### src/rtl/fmul_arbiter_if.sv
// Requester-side bundle for fmul_arbiter: per-requester op handshake and result return.
// Operands are packed 32 bits per requester, requester i at [32i+31:32i].
interface fmul_arbiter_if #(
  parameter int NREQ = 4
);
  logic [NREQ-1:0]      req_valid;
  logic [NREQ-1:0]      req_ready;
  logic [NREQ*32-1:0]   req_x1;
  logic [NREQ*32-1:0]   req_x2;
  logic [NREQ-1:0]      res_valid;
  logic [31:0]          res_y;

  modport master (
    output req_valid, req_x1, req_x2,
    input  req_ready, res_valid, res_y
  );

  modport slave (
    input  req_valid, req_x1, req_x2,
    output req_ready, res_valid, res_y
  );
endinterface

### src/rtl/fmul_arbiter.sv
// Round-robin share of one pipelined fmul; result returns 1+LAT cycles after the handshake.
// Only hold stalls issue; results are never backpressured and the tag pipe always shifts.
module fmul_arbiter #(
  parameter int NREQ = 4,
  parameter int LAT  = 2
) (
  input  logic           clk,
  input  logic           rstn,
  input  logic           hold,
  fmul_arbiter_if.slave  rq,
  output logic [31:0]    fm_x1,
  output logic [31:0]    fm_x2,
  input  logic [31:0]    fm_y,
  output logic           busy
);

  localparam int IDW = (NREQ > 1) ? $clog2(NREQ) : 1;
  typedef logic [IDW-1:0] id_t;

  id_t                   rr_q, rr_d;
  logic [31:0]           fm_x1_q, fm_x1_d;
  logic [31:0]           fm_x2_q, fm_x2_d;
  logic [LAT:0]          tag_vld_q, tag_vld_d;
  logic [LAT:0][IDW-1:0] tag_id_q, tag_id_d;

  logic                  grant_vld;
  id_t                   grant_id;
  logic [IDW:0]          scan_sum;
  id_t                   scan_idx;

  // Scan from rr upward, wrapping modulo NREQ; the first pending requester wins.
  always_comb begin
    grant_vld = 1'b0;
    grant_id  = '0;
    scan_sum  = '0;
    scan_idx  = '0;
    for (int off = 0; off < NREQ; off++) begin
      scan_sum = {1'b0, rr_q} + (IDW+1)'(off);
      if (scan_sum >= (IDW+1)'(NREQ)) begin
        scan_sum = scan_sum - (IDW+1)'(NREQ);
      end
      scan_idx = scan_sum[IDW-1:0];
      if (!grant_vld && rq.req_valid[scan_idx]) begin
        grant_vld = 1'b1;
        grant_id  = scan_idx;
      end
    end
    if (hold || rstn) begin
      grant_vld = 1'b0;
    end
  end

  always_comb begin
    rq.req_ready = '0;
    if (grant_vld) begin
      rq.req_ready[grant_id] = 1'b1;
    end
  end

  // A grant is only ever given to a valid requester, so grant_vld is the accept.
  always_comb begin
    rr_d    = rr_q;
    fm_x1_d = '0;
    fm_x2_d = '0;
    if (grant_vld) begin
      rr_d    = (grant_id == id_t'(NREQ-1)) ? '0 : grant_id + id_t'(1);
      fm_x1_d = rq.req_x1[{grant_id, 5'd0} +: 32];
      fm_x2_d = rq.req_x2[{grant_id, 5'd0} +: 32];
    end
    tag_vld_d = {tag_vld_q[LAT-1:0], grant_vld};
    tag_id_d  = {tag_id_q[LAT-1:0], grant_id};
  end

  always_ff @(posedge clk) begin
    if (rstn) begin
      rr_q      <= '0;
      fm_x1_q   <= '0;
      fm_x2_q   <= '0;
      tag_vld_q <= '0;
      tag_id_q  <= '0;
    end else begin
      rr_q      <= rr_d;
      fm_x1_q   <= fm_x1_d;
      fm_x2_q   <= fm_x2_d;
      tag_vld_q <= tag_vld_d;
      tag_id_q  <= tag_id_d;
    end
  end

  assign fm_x1 = fm_x1_q;
  assign fm_x2 = fm_x2_q;

  // The last tag stage lines up with fm_y; ops flushed by reset never reach it.
  always_comb begin
    rq.res_valid = '0;
    if (tag_vld_q[LAT] && !rstn) begin
      rq.res_valid[tag_id_q[LAT]] = 1'b1;
    end
  end

  assign rq.res_y = fm_y;
  assign busy     = (|tag_vld_q) && !rstn;

endmodule

### src/flat_wrapper.sv
// flat-port wrapper written by rule: the top's interface ports become plain ports
module fmul_arbiter_flat 
#(
  parameter int NREQ = 4,
  parameter int LAT  = 2
)
  (clk, rstn, hold, fm_x1, fm_x2, fm_y, busy, rq_req_valid, rq_req_x1, rq_req_x2, rq_req_ready, rq_res_valid, rq_res_y);
  fmul_arbiter_if #(.NREQ(NREQ)) rq_i ();
  input  logic clk;
  input  logic rstn;
  input  logic hold;
  output logic [31:0] fm_x1;
  output logic [31:0] fm_x2;
  input  logic [31:0] fm_y;
  output logic busy;
  input wire logic [$bits(rq_i.req_valid)-1:0] rq_req_valid;
  input wire logic [$bits(rq_i.req_x1)-1:0] rq_req_x1;
  input wire logic [$bits(rq_i.req_x2)-1:0] rq_req_x2;
  output wire logic [$bits(rq_i.req_ready)-1:0] rq_req_ready;
  output wire logic [$bits(rq_i.res_valid)-1:0] rq_res_valid;
  output wire logic [$bits(rq_i.res_y)-1:0] rq_res_y;
  assign rq_i.req_valid = rq_req_valid;
  assign rq_i.req_x1 = rq_req_x1;
  assign rq_i.req_x2 = rq_req_x2;
  assign rq_req_ready = rq_i.req_ready;
  assign rq_res_valid = rq_i.res_valid;
  assign rq_res_y = rq_i.res_y;
  fmul_arbiter #(.NREQ(NREQ), .LAT(LAT)) u_core (.clk(clk), .rstn(rstn), .hold(hold), .rq(rq_i), .fm_x1(fm_x1), .fm_x2(fm_x2), .fm_y(fm_y), .busy(busy));
endmodule
### config.mk
export PLATFORM = sky130hd
export DESIGN_NAME = fmul_arbiter_flat
export DESIGN_NICKNAME = d
export VERILOG_FILES = /design/src/rtl/fmul_arbiter_if.sv /design/src/rtl/fmul_arbiter.sv /design/src/flat_wrapper.sv
export SDC_FILE = /design/constraint.sdc
export NUM_CORES = 1
export LEC_CHECK = 0
export BUFFER_PORTS_ARGS = -buffer_cell sky130_fd_sc_hd__buf_2
export CAP_MARGIN = 20
export CORE_AREA = 3 3 154 156
export CTS_CLUSTER_SIZE = 12
export DETAILED_ROUTE_END_ITERATION = 7
export DIE_AREA = 0 0 157 159
export PLACE_DENSITY = 0.51
export SLEW_MARGIN = 20
export SYNTH_ARGS = -nofsm -noshare
export SYNTH_HDL_FRONTEND = slang
export SYNTH_SLANG_ARGS = --single-unit
### constraint.sdc
create_clock -name clk -period 1.62 [get_ports clk]
set_input_delay 0.162 -clock clk [delete_from_list [all_inputs] [get_ports clk]]
set_output_delay 0.162 -clock clk [all_outputs]
set_load 0.02 [all_outputs]
**Word level (Yosys, flattened, before mapping)**

Index checks and enable logic that the tools add are counted.

- $lt $le $gt $ge: 12
- Bitwise gates (word level): 1
- Mux-type cells: 28
- Shift-type cells: 2
- Equality and inequality tests: 1
- Add/subtract/negate cells: 8
- Reduce and logical (&&, ||, !) cells: 14

Operators by type and width:

| kind | count |
|---|---|
| 128-bit by 8-bit variable part select with 32-bit output | 2 |
| 2-bit by 3-bit < comparator with 1-bit output (second input constant) | 6 |
| 2-bit 2-to-1 mux | 9 |
| 1-bit 2-to-1 mux | 11 |
| 3-bit greater-or-equal comparator (second input constant) | 3 |
| 1-bit binary-select mux with 2-bit select | 4 |
| 4-bit 2-to-1 mux | 2 |
| 2-bit by 1-bit subtractor with 2-bit output (second input constant) | 4 |
| 1-bit logical AND | 7 |
| 2-bit by 2-bit adder with 3-bit output (second input constant) | 2 |
| 1-bit demux with 2-bit select | 2 |
| 2-bit by 1-bit greater-or-equal comparator with 1-bit output (second input constant) | 2 |
| 1-bit logical NOT | 4 |
| 2-bit by 1-bit adder with 3-bit output (second input constant) | 1 |
| 2-bit by 3-bit greater-or-equal comparator with 1-bit output (second input constant) | 1 |
| 3-bit OR reduction | 1 |
| 2-bit by 1-bit adder with 2-bit output (second input constant) | 1 |
| 2-bit == test (second input constant) | 1 |
| 2-bit OR reduction | 1 |
| 1-bit logical OR | 1 |
| 1-bit NOT | 1 |

- Bits in registers: 75
- Word-level logic and storage cells: 73
- Bits of input ports: 295

**Depth between registers and ports, before layout**

Gate-level depths: netlist of run 1.

- Depth after elaboration: 19
- Mapped depth: 7
- Gate-level depth less buffers: 5

**Worst setup path after synthesis of run 1**

No wires, ideal clock.

- Path kind: register -> output
- Start: reg u_core.rr_q[1]
- End: out rq_req_ready[1]
- Cell stages (with the launch flop): 7
- Setup slack: -0.187 ns
- Arrival: 1.645 ns
- Data required time: 1.458 ns
- Cell sequence: dfxtp_1 mux2i_1 o221ai_1 buf_6 buf_12 buf_6 nor3_1

- Longest elaborated chain between the ends: 19

RTL lines:

| item | line | text |
|---|---|---|
| start: declaration | fmul_arbiter.sv:20 | `id_t rr_q, rr_d;` |
| start signal: assignment | fmul_arbiter.sv:82 | `rr_q <= rr_d;` |
| branches (longest 18 deep; another with 2-bit by 1-bit adder with 3-bit output) | -- |  |
| 4-bit 2-to-1 mux * | fmul_arbiter.sv:55 | `if (grant_vld) begin` |
| end: declaration | flat_wrapper.sv:19 | `output wire logic [$bits(rq_i.req_ready)-1:0] rq_req_ready;` |

Mark *: on every way between the ends. The select of a mux whose other input is x is not followed.

**Worst setup path after layout of run 1**

- Start: reg u_core.rr_q[1]
- End: out rq_req_ready[0]

Same word-level chain as after synthesis.

==> results of run 1 <==
-- state kept, by name (all words and copies together) (netlist names) --
register	flops
u_core.rr_q	2
u_core.fm_x2	32
u_core.tag_id_d	4
u_core.tag_id_q	2
u_core.fm_x1	32
u_core.tag_vld_q	3
-- layout make-up --
cell class,instances,area [µm²],area share
Multi-Input combinational cell,228,2800,0.355
Inverter,3,11.3,0.00143
Tap cell,285,357,0.0452
Sequential cell,75,1510,0.191
Timing Repair Buffer,414,2860,0.362
Clock inverter,4,95.1,0.0120
Clock buffer,12,267,0.0338
-- routing by layer --
metal  vias up  track usage  wire length, µm
met5         -            0                0
met4         0       0.0565              542
met3        39       0.0405             1570
met2       237        0.212             9160
met1      2005        0.131             6640
li1       2074            -                -
-- through the flow --
step / util / worst slack (ps) / hold WS, ps / TNS, ps
3_5_place_dp: 0.279 / -111 / 324 / -4650
3_3_place_gp: 0.279 / -104 / 324 / -3770
6_report: 0.351 / -184 / 82.8 / -8470
2_1_floorplan: - / 15.1 / 223 / 0
5_1_grt: 0.351 / -273 / 73.4 / -13050
4_1_cts: 0.326 / -251 / 63.6 / -10460
-- layout by cell type, fill, tap and decap left out, drive strengths merged --
master and instances:
nand2 1, mux2i 129, o22ai 64, a221oi 1, a21oi 1, nor4b 1
and4b 1, nor3 3, or3 2, a211oi 1, dfxtp 75, a21boi 1
inv 3, nor2b 8, clkinv 1, buf 409, o221ai 1, o211a 1
nor4bb 2, nand2b 1, nor2 6, o21ai 1, nor4 1, clkbuf 17
a2111oi 1, or3b 1, bufinv 3
-- tightest hold or removal path, stage by stage --
cell     delay [ps]
buf_2            80
mux2i_2          60
o22ai_2          70
-- cell families (layout without fill, tap and decap cells) --
family,after synthesis,in the layout,share of synthesized area
AOI/OAI and AO/OA,72,72,0.172
buffers and inverters,64,433,0.122
DFF,75,75,0.357
muxes,129,129,0.307
and+or+nand+nor,27,27,0.0425
-- repair_timing --
item,4_1_cts,5_1_grt
gates cloned,7,6
gates resized for setup,87,88
buffers inserted,19,4
endpoints found under the setup margin,69,69
pin swaps,17,35
-- path summary, 6_finish.rpt --
kind	start	to	slack, ps	cells after the start
worst max-delay path	u_core.rr_q[1]	rq_req_ready[0]	-180	5
worst min-delay path	rq_req_x2[64]	u_core.fm_x2[0]	80	3
worst max register to register	u_core.rr_q[1]	u_core.fm_x2[18]	-170	7
worst min register to register	u_core.tag_id_d[5]	u_core.tag_id_q[5]	440	1
-- report_power, final --
group	switching [mW]	total, mW	internal (mW)
clock network	0.825	2.46	1.63
registers	0.0412	2.02	1.98
logic	1.10	2.45	1.35
==> impl_metrics.toml, run 1 <==
[synthesis]
ys_top_cells_by_area = "dfxtp_1 (36%), mux2i_1 (31%), o22ai_2 (12%)"
yosys_register_bits = 75
yosysSeqAreaShare = 0.357
yosysWarnings = 0
ys_async_sr_fraction = 0
yosysUniqueCellTypes = 33
synth_top_area_cell = "dfxtp_1"
synth-edff-count = 0
syn_inst = 367
synth_top_cells_by_count = "mux2i_1 (129), dfxtp_1 (75), o22ai_2 (39)"
synth_most_common_cell = "mux2i_1"
syn_avg_cell_area_um2 = 11.5
synth_ff_type = "dfxtp_1"
syn-cell-area_mm2 = 0.00421
yosysTopAreaCellShare = 0.357
synth_nets = 662

[clock_tree]
root_buffer = "clkbuf_16"
postCtsHoldBufs = 0
cts_buffers = 9
clock-sinks = 75
clk_pin_slew_ps = 60
clock_path_buffers = 2
insertion_delay_ps = 340
htree_levels = 3
cts_tree = "built"

[critical_path]
worstSetupPathType = "register to primary output"
cp_max_fo = 7
cp.arrival_ps = 1640
cpPeakStageDelay_ps = 380
crit_family = "simple AND/OR/NAND/NOR gates"
slowest_stage = "or3b_4"
start_kind = "register"
required_ps = 1460
cp_num_buf_inv = 2
cp-end-kind = "primary output"
path_cells = "or3b_4 > o221ai_4 > buf_12 > o211a_4 > buf_6"

[routing]
final_antenna_net_count = 0
drc = 0
routedWlPerCell_um = 17.5
num_vias = 4355
routed_via_density = 4.27
totalWireLength_mm = 17.9
drtIter0Drc = 127
first_pass_iters = 4

[placement]
dp_hpwl_mm = 11.9
port_buffers = 335
dp.cells = 973
routabilityCongestion = 0.747
placed_area_mm2 = 0.00628

[sta]
drv_slew = 0
fmax_mhz = 554
fin_skew_ps = 7.49
finalSetupViolCount = 69
worst_slack_ps = -184
relSlewSlack = 0.755
finalCritPeriodShare = 1.11
layout_min_cycle_time_ps = 1800
max_slew.worst_pin.slew_ps = 367
hold_viol_final = 0
rsz0062_at_grt = "yes"

[floorplan]
core-area_mm2 = 0.0225
io_pins = 400
die-area_mm2 = 0.0250
dieHeight_um = 159
start_util = 0.187
die_w_um = 157
rows = 55

[layout]
fin_cells = 1021
fin_area_mm2 = 0.00789
nets = 1026
num_antenna_cells = 0
fill_cells = 2216
drive_above_1_share = 0.750
area_growth_syn_to_layout_pct = 87.6

[outcome]
status = "complete, but fails checks"
violations = "negative setup slack"

[flow_run]
maxCapViolCount = 0

[grt]
grt_pass1_vias = 4432
track_usage = 0.121
grt_overflow_total = 0
grt_max_degree = 28
antenna_found_initial = 0
grt_pass1_wl_mm = 23.3

[power_and_ir_drop]
p_total_mw = 6.93
p_leak_nw = 3.90
ir_drop_mv = 0.499
power.density_mw_per_mm2 = 878

[worst_hold_path]
hold_path_class = "input pin to register"
Power figures use the tool's default switching activity.
==> inputs of run 2 (changes only) <==
--- a/config.mk
+++ b/config.mk
@@ -11,7 +11,6 @@
 export CTS_CLUSTER_SIZE = 12
 export DETAILED_ROUTE_END_ITERATION = 7
 export DIE_AREA = 0 0 157 159
-export PLACE_DENSITY = 0.51
 export SLEW_MARGIN = 20
 export SYNTH_ARGS = -nofsm -noshare
 export SYNTH_HDL_FRONTEND = slang
==> constraint.sdc (replaced) <==
create_clock -name clk -period 1.5 [get_ports clk]
set_input_delay 0.15 -clock clk [delete_from_list [all_inputs] [get_ports clk]]
set_output_delay 0.15 -clock clk [all_outputs]
set_load 0.02 [all_outputs]
==> run 2 against run 1 <==
The run still ends with negative setup slack left. Hold slack got worse by 18 ps. Via count grew 1.1%. Core utilization fell by 0.32 points. Routed wire length grew 3.0%. Clock skew down 1.9 ps. Combinational power is 9.4% higher. Non-clock buffer count up 7. Setup slack lost 170 ps. Register-to-register slack worse by 180 ps. Sequential power increased by 8%. Count of clock-buffer cells in the layout fell by 3. Critical path type is now register to register. Largest cell class unchanged.
==> impl_metrics.toml, run 2 (synthesis results as in run 1) <==
[outcome]
status = "complete, but fails checks"
violations = "negative setup slack"

[clock_tree]
clock_path_buffers = 2
clock-sinks = 75
insertion_delay_ps = 340
cts_buffers = 9
cts_tree = "built"
root_buffer = "clkbuf_16"
htree_levels = 3
clk_pin_slew_ps = 70
postCtsHoldBufs = 0

[worst_hold_path]
hold_path_class = "input pin to register"
min_path_cells = 3
holdCritStartpoint = "rq_req_x2[103]"
hold_end = "u_core.fm_x2[7]"

[critical_path]
required_ps = 1730
start_kind = "register"
r2r_end = "u_core.fm_x1[25]"
r2r-start = "u_core.rr_q[1]"
path_cells = "or3b_4 > o221ai_4 > buf_6 > buf_12 > buf_16 > buf_8 > mux2i_2 > o22ai_2"
worstRegToRegCells = 8
cpPeakStageDelay_ps = 390
cp_max_fo = 5
cp.arrival_ps = 2080
worstSetupPathType = "register to register"
rrSetupSlack_ps = -350
cp-end-kind = "register"
slowest_stage = "or3b_4"

[layout]
num_antenna_cells = 0
mostFrequentLayoutCells = "buf_2 (331), mux2i_1 (76), dfxtp_1 (74)"
fin_area_mm2 = 0.00782
nets = 1033
fill_cells = 2259
area_growth_syn_to_layout_pct = 85.8
final_common_cell = "buf_2"
drive_above_1_share = 0.736

[routing]
drc = 0
first_pass_iters = 4
routedWlPerCell_um = 18.0
drtIter0Drc = 146
totalWireLength_mm = 18.5
num_vias = 4401
final_antenna_net_count = 0
routed_via_density = 4.28

[power_and_ir_drop]
p_clk_frac = 0.316
switchingPower_mw = 2.19
internal-power_mw = 4.92
power.density_mw_per_mm2 = 909
power_frac_comb = 0.377
ir_drop_mv = 0.401
pwr-share-seq = 0.307
p_total_mw = 7.11
netSwitchingFraction = 0.308
p_leak_nw = 3.91

[sta]
worst_slack_ps = -352
holdWs_ps = 64.6
fmax_mhz = 540
finalCritPeriodShare = 1.23
max_slew.worst_pin.slew_ps = 307
hold_viol_final = 0
finalSetupViolCount = 71
relSlewSlack = 0.794
fin_skew_ps = 5.59
rsz0062_at_grt = "yes"
drv_slew = 0
layout_min_cycle_time_ps = 1850
setup_tns_ps = -18970

[floorplan]
die-area_mm2 = 0.0250
core-area_mm2 = 0.0225
start_util = 0.187
die_w_um = 157
io_pins = 400
dieHeight_um = 159
rows = 55

[grt]
antenna_found_initial = 0
grt_pass1_vias = 4357
grt_max_degree = 22
track_usage = 0.128
grt_overflow_total = 0
grt_pass1_wl_mm = 24.4

[placement]
port_buffers = 335
routabilityCongestion = 0.767
placed_area_mm2 = 0.00635
dp_hpwl_mm = 12.4
pre_cts_ws_ps = -237

[flow_run]
maxCapViolCount = 0
run 2: cell count changes in the layout (fill, tap and decap cells not counted), moves of 4 or more:
cell	change
o22ai_1	+5
buf_6	-9
buf_4	+12
o22ai_2	-6
mux2i_4	-4
buf_16	+5
mux2i_1	+5
run 2: how the worst max path moves through the flow:
stage,start,endpoint,slack [ps]
finish,u_core.rr_q[1],u_core.fm_x1[25],-350
global route,u_core.rr_q[1],u_core.fm_x1[22],-400
CTS,u_core.rr_q[1],rq_req_ready[1],-330
detailed placement,u_core.rr_q[1],u_core.fm_x1[23],-240
global placement,u_core.rr_q[1],u_core.fm_x1[8],-190
floorplan,u_core.rr_q[1],u_core.fm_x2[29],-100
run 2: layout make-up:
class,instances,area (µm²),area share
clock inverter,7,68.8,0.00880
sequential,75,1510,0.192
tap,285,357,0.0456
multi-input combinational,228,2690,0.343
timing repair buffer,421,2970,0.380
clock buffer,9,225,0.0288
inverter,3,11.3,0.00144
run 2: routing by layer:
layer | up-vias | track usage | routed length (µm)
li1 | 2090 | - | -
met5 | - | 0 | 0
met3 | 33 | 0.0386 | 1440
met2 | 242 | 0.238 | 9770
met1 | 2036 | 0.135 | 6810
met4 | 0 | 0.0462 | 439
run 2: critical path: cells and delay by family, from the launching register on:
family	cells	cell delay, ps
compound gates	2	190
buf+inv	4	570
flops	1	360
mux	1	240
simple gates	1	390
run 2: stage by stage:
stage | utilization | std cells
after floorplan | - | 367
after global placement | 0.282 | 983
after detailed placement | 0.282 | 983
after CTS | 0.328 | 1023
after global routing | 0.348 | 1028
final | 0.348 | 1028
run 2: timing repair:
action	in CTS	in global routing
pin swaps	9	11
gates cloned	11	4
resized for setup	80	71
buffers inserted	15	7
setup endpoints to repair	70	71
run 2: power by group through the flow:
stage / Clock, mW / Combinational, mW / Sequential, mW
2_1_floorplan: 0 / 1.07 / 2.40
3_3_place_gp: 0 / 1.90 / 2.23
3_5_place_dp: 0 / 1.92 / 2.23
4_1_cts: 2.33 / 2.41 / 2.19
5_1_grt: 2.41 / 2.83 / 2.20
6_report: 2.25 / 2.68 / 2.18
==> inputs of run 3 (changes only) <==
--- a/config.mk
+++ b/config.mk
@@ -11,6 +11,7 @@
 export CTS_CLUSTER_SIZE = 12
 export DETAILED_ROUTE_END_ITERATION = 7
 export DIE_AREA = 0 0 157 159
+export REMOVE_ABC_BUFFERS = 1
 export SLEW_MARGIN = 20
 export SYNTH_ARGS = -nofsm -noshare
 export SYNTH_HDL_FRONTEND = slang
==> run 3 against run 2 <==
The flow still finishes with violations (negative setup slack). Final cell count is 2.0% lower. Largest power group unchanged. Routed wire length shrank 7.9%. Critical path depth decreased by 3. Register-to-register slack gained 60 ps. Die area stayed put. Fmax rose by 2.8%. Flip-flop and latch count stayed put. Final area fell by 8.2%. Via count down 2.1%.
==> impl_metrics.toml, run 3 (synthesis results as in run 1) <==
[outcome]
status = "complete, but fails checks"
violations = "negative setup slack"

[routing]
first_pass_iters = 4
totalWireLength_mm = 17.0
routedWlPerCell_um = 16.9
drtIter0Drc = 154
final_antenna_net_count = 0
drc = 0
num_vias = 4310
routed_via_density = 4.28

[critical_path]
start_kind = "register"
worstSetupPathType = "register to primary output"
cp_max_fo = 5
cp-end-kind = "primary output"
required_ps = 1350
cp.arrival_ps = 1650

[floorplan]
io_pins = 400
core-area_mm2 = 0.0225
rows = 55
die_w_um = 157
die-area_mm2 = 0.0250
dieHeight_um = 159
start_util = 0.187

[power_and_ir_drop]
power_frac_comb = 0.341
ir_drop_mv = 0.394
switchingPower_mw = 2.10
pwr-share-seq = 0.332
internal-power_mw = 4.50
p_clk_frac = 0.328
netSwitchingFraction = 0.318
power.density_mw_per_mm2 = 919
p_leak_nw = 3.64

[layout]
mostFrequentLayoutCells = "buf_2 (329), mux2i_1 (80), dfxtp_1 (74)"
fin_cells = 1007
final_common_cell = "buf_2"
drive_above_1_share = 0.727
num_antenna_cells = 0
nets = 1012
utilization = 0.319
area_growth_syn_to_layout_pct = 70.7

[clock_tree]
insertion_delay_ps = 340
root_buffer = "clkbuf_16"
clock_path_buffers = 2
clock-sinks = 75
cts_buffers = 9
cts_tree = "built"
htree_levels = 3
clk_pin_slew_ps = 70
postCtsHoldBufs = 0

[sta]
fmax_mhz = 555
setup_tns_ps = -16850
relSlewSlack = 0.763
max_slew.worst_pin.slew_ps = 355
fin_skew_ps = 4.71
hold_viol_final = 0
drv_slew = 0
layout_min_cycle_time_ps = 1800
finalCritPeriodShare = 1.20
rsz0062_at_grt = "yes"
finalSetupViolCount = 70
worst_slack_ps = -302

[grt]
grt_pass1_vias = 4433
grt_max_degree = 33
grt_overflow_total = 0
antenna_found_initial = 0
track_usage = 0.122
grt_pass1_wl_mm = 23.6

[placement]
routabilityCongestion = 0.790
dp.cells = 976
dp_hpwl_mm = 13.0
port_buffers = 335

[worst_hold_path]
hold_path_class = "input pin to register"

[flow_run]
maxCapViolCount = 0
## run 3: cell count changes in the layout (fill, tap and decap cells not counted), sizes merged
cell      delta
inv          +4
clkinvlp     +1
bufinv       -1
clkbuf       -3
buf         -17
clkinv       -4
bufbuf       -1
## run 3: critical path, stage by stage (launching register included)
cell	delay [ps]
dfxtp_4	380
or3b_4	390
o221ai_4	100
buf_12	160
o211a_4	160
buf_6	120
## run 3: per-layer routing
layer	share of wire	GRT usage	vias up
met1	0.40	0.142	1976
met3	0.10	0.0533	28
met4	0.025	0.0406	0
li1	-	-	2044
met2	0.47	0.200	262
met5	0	0	-
## run 3: area by class of cell
cell class                      count  area (µm²)
Multi-Input combinational cell    228        2570
Inverter                            3        11.3
Tap cell                          285         357
Clock inverter                      7        60.1
Clock buffer                        9         225
Sequential cell                    75        1510
Timing Repair Buffer              400        2450
Fill cell                        2299       15300
## run 3: final timing paths
kind	cells after the start	slack, ps	to	startpoint
worst max-delay path	5	-300	rq_req_ready[0]	u_core.rr_q[1]
worst min-delay path	3	80	u_core.fm_x1[16]	rq_req_x1[112]
worst max register to register	7	-290	u_core.fm_x1[10]	u_core.rr_q[1]
worst min register to register	1	430	u_core.tag_id_d[5]	u_core.tag_id_d[3]
## run 3: through the flow
| step | setup slack [ps] | area [µm²] | hold WS, ps | power, mW |
|---|---|---|---|---|
| finish | -302 | 7180 | 77.3 | 6.60 |
| global route | -362 | 7180 | 77.8 | 6.95 |
| detailed placement | -291 | 6250 | 300 | 4.10 |
| floorplan | -10170 | 3700 | 219 | 3.67 |
| global placement | -233 | 6250 | 300 | 4.09 |
| CTS | -314 | 6840 | 59.4 | 6.53 |
## run 3: power by group through the flow
stage	sequential, mW	clock, mW	combinational, mW
after global routing	2.20	2.35	2.40
after floorplan	2.40	0	1.27
after CTS	2.19	2.28	2.06
final	2.19	2.16	2.25
after detailed placement	2.23	0	1.87
after global placement	2.23	0	1.86
## run 3: repair_timing
action	4_1_cts	5_1_grt
pin swaps	10	6
buffers inserted	12	4
resized for setup	50	69
cloned	1	2
endpoints found under the setup margin	70	73
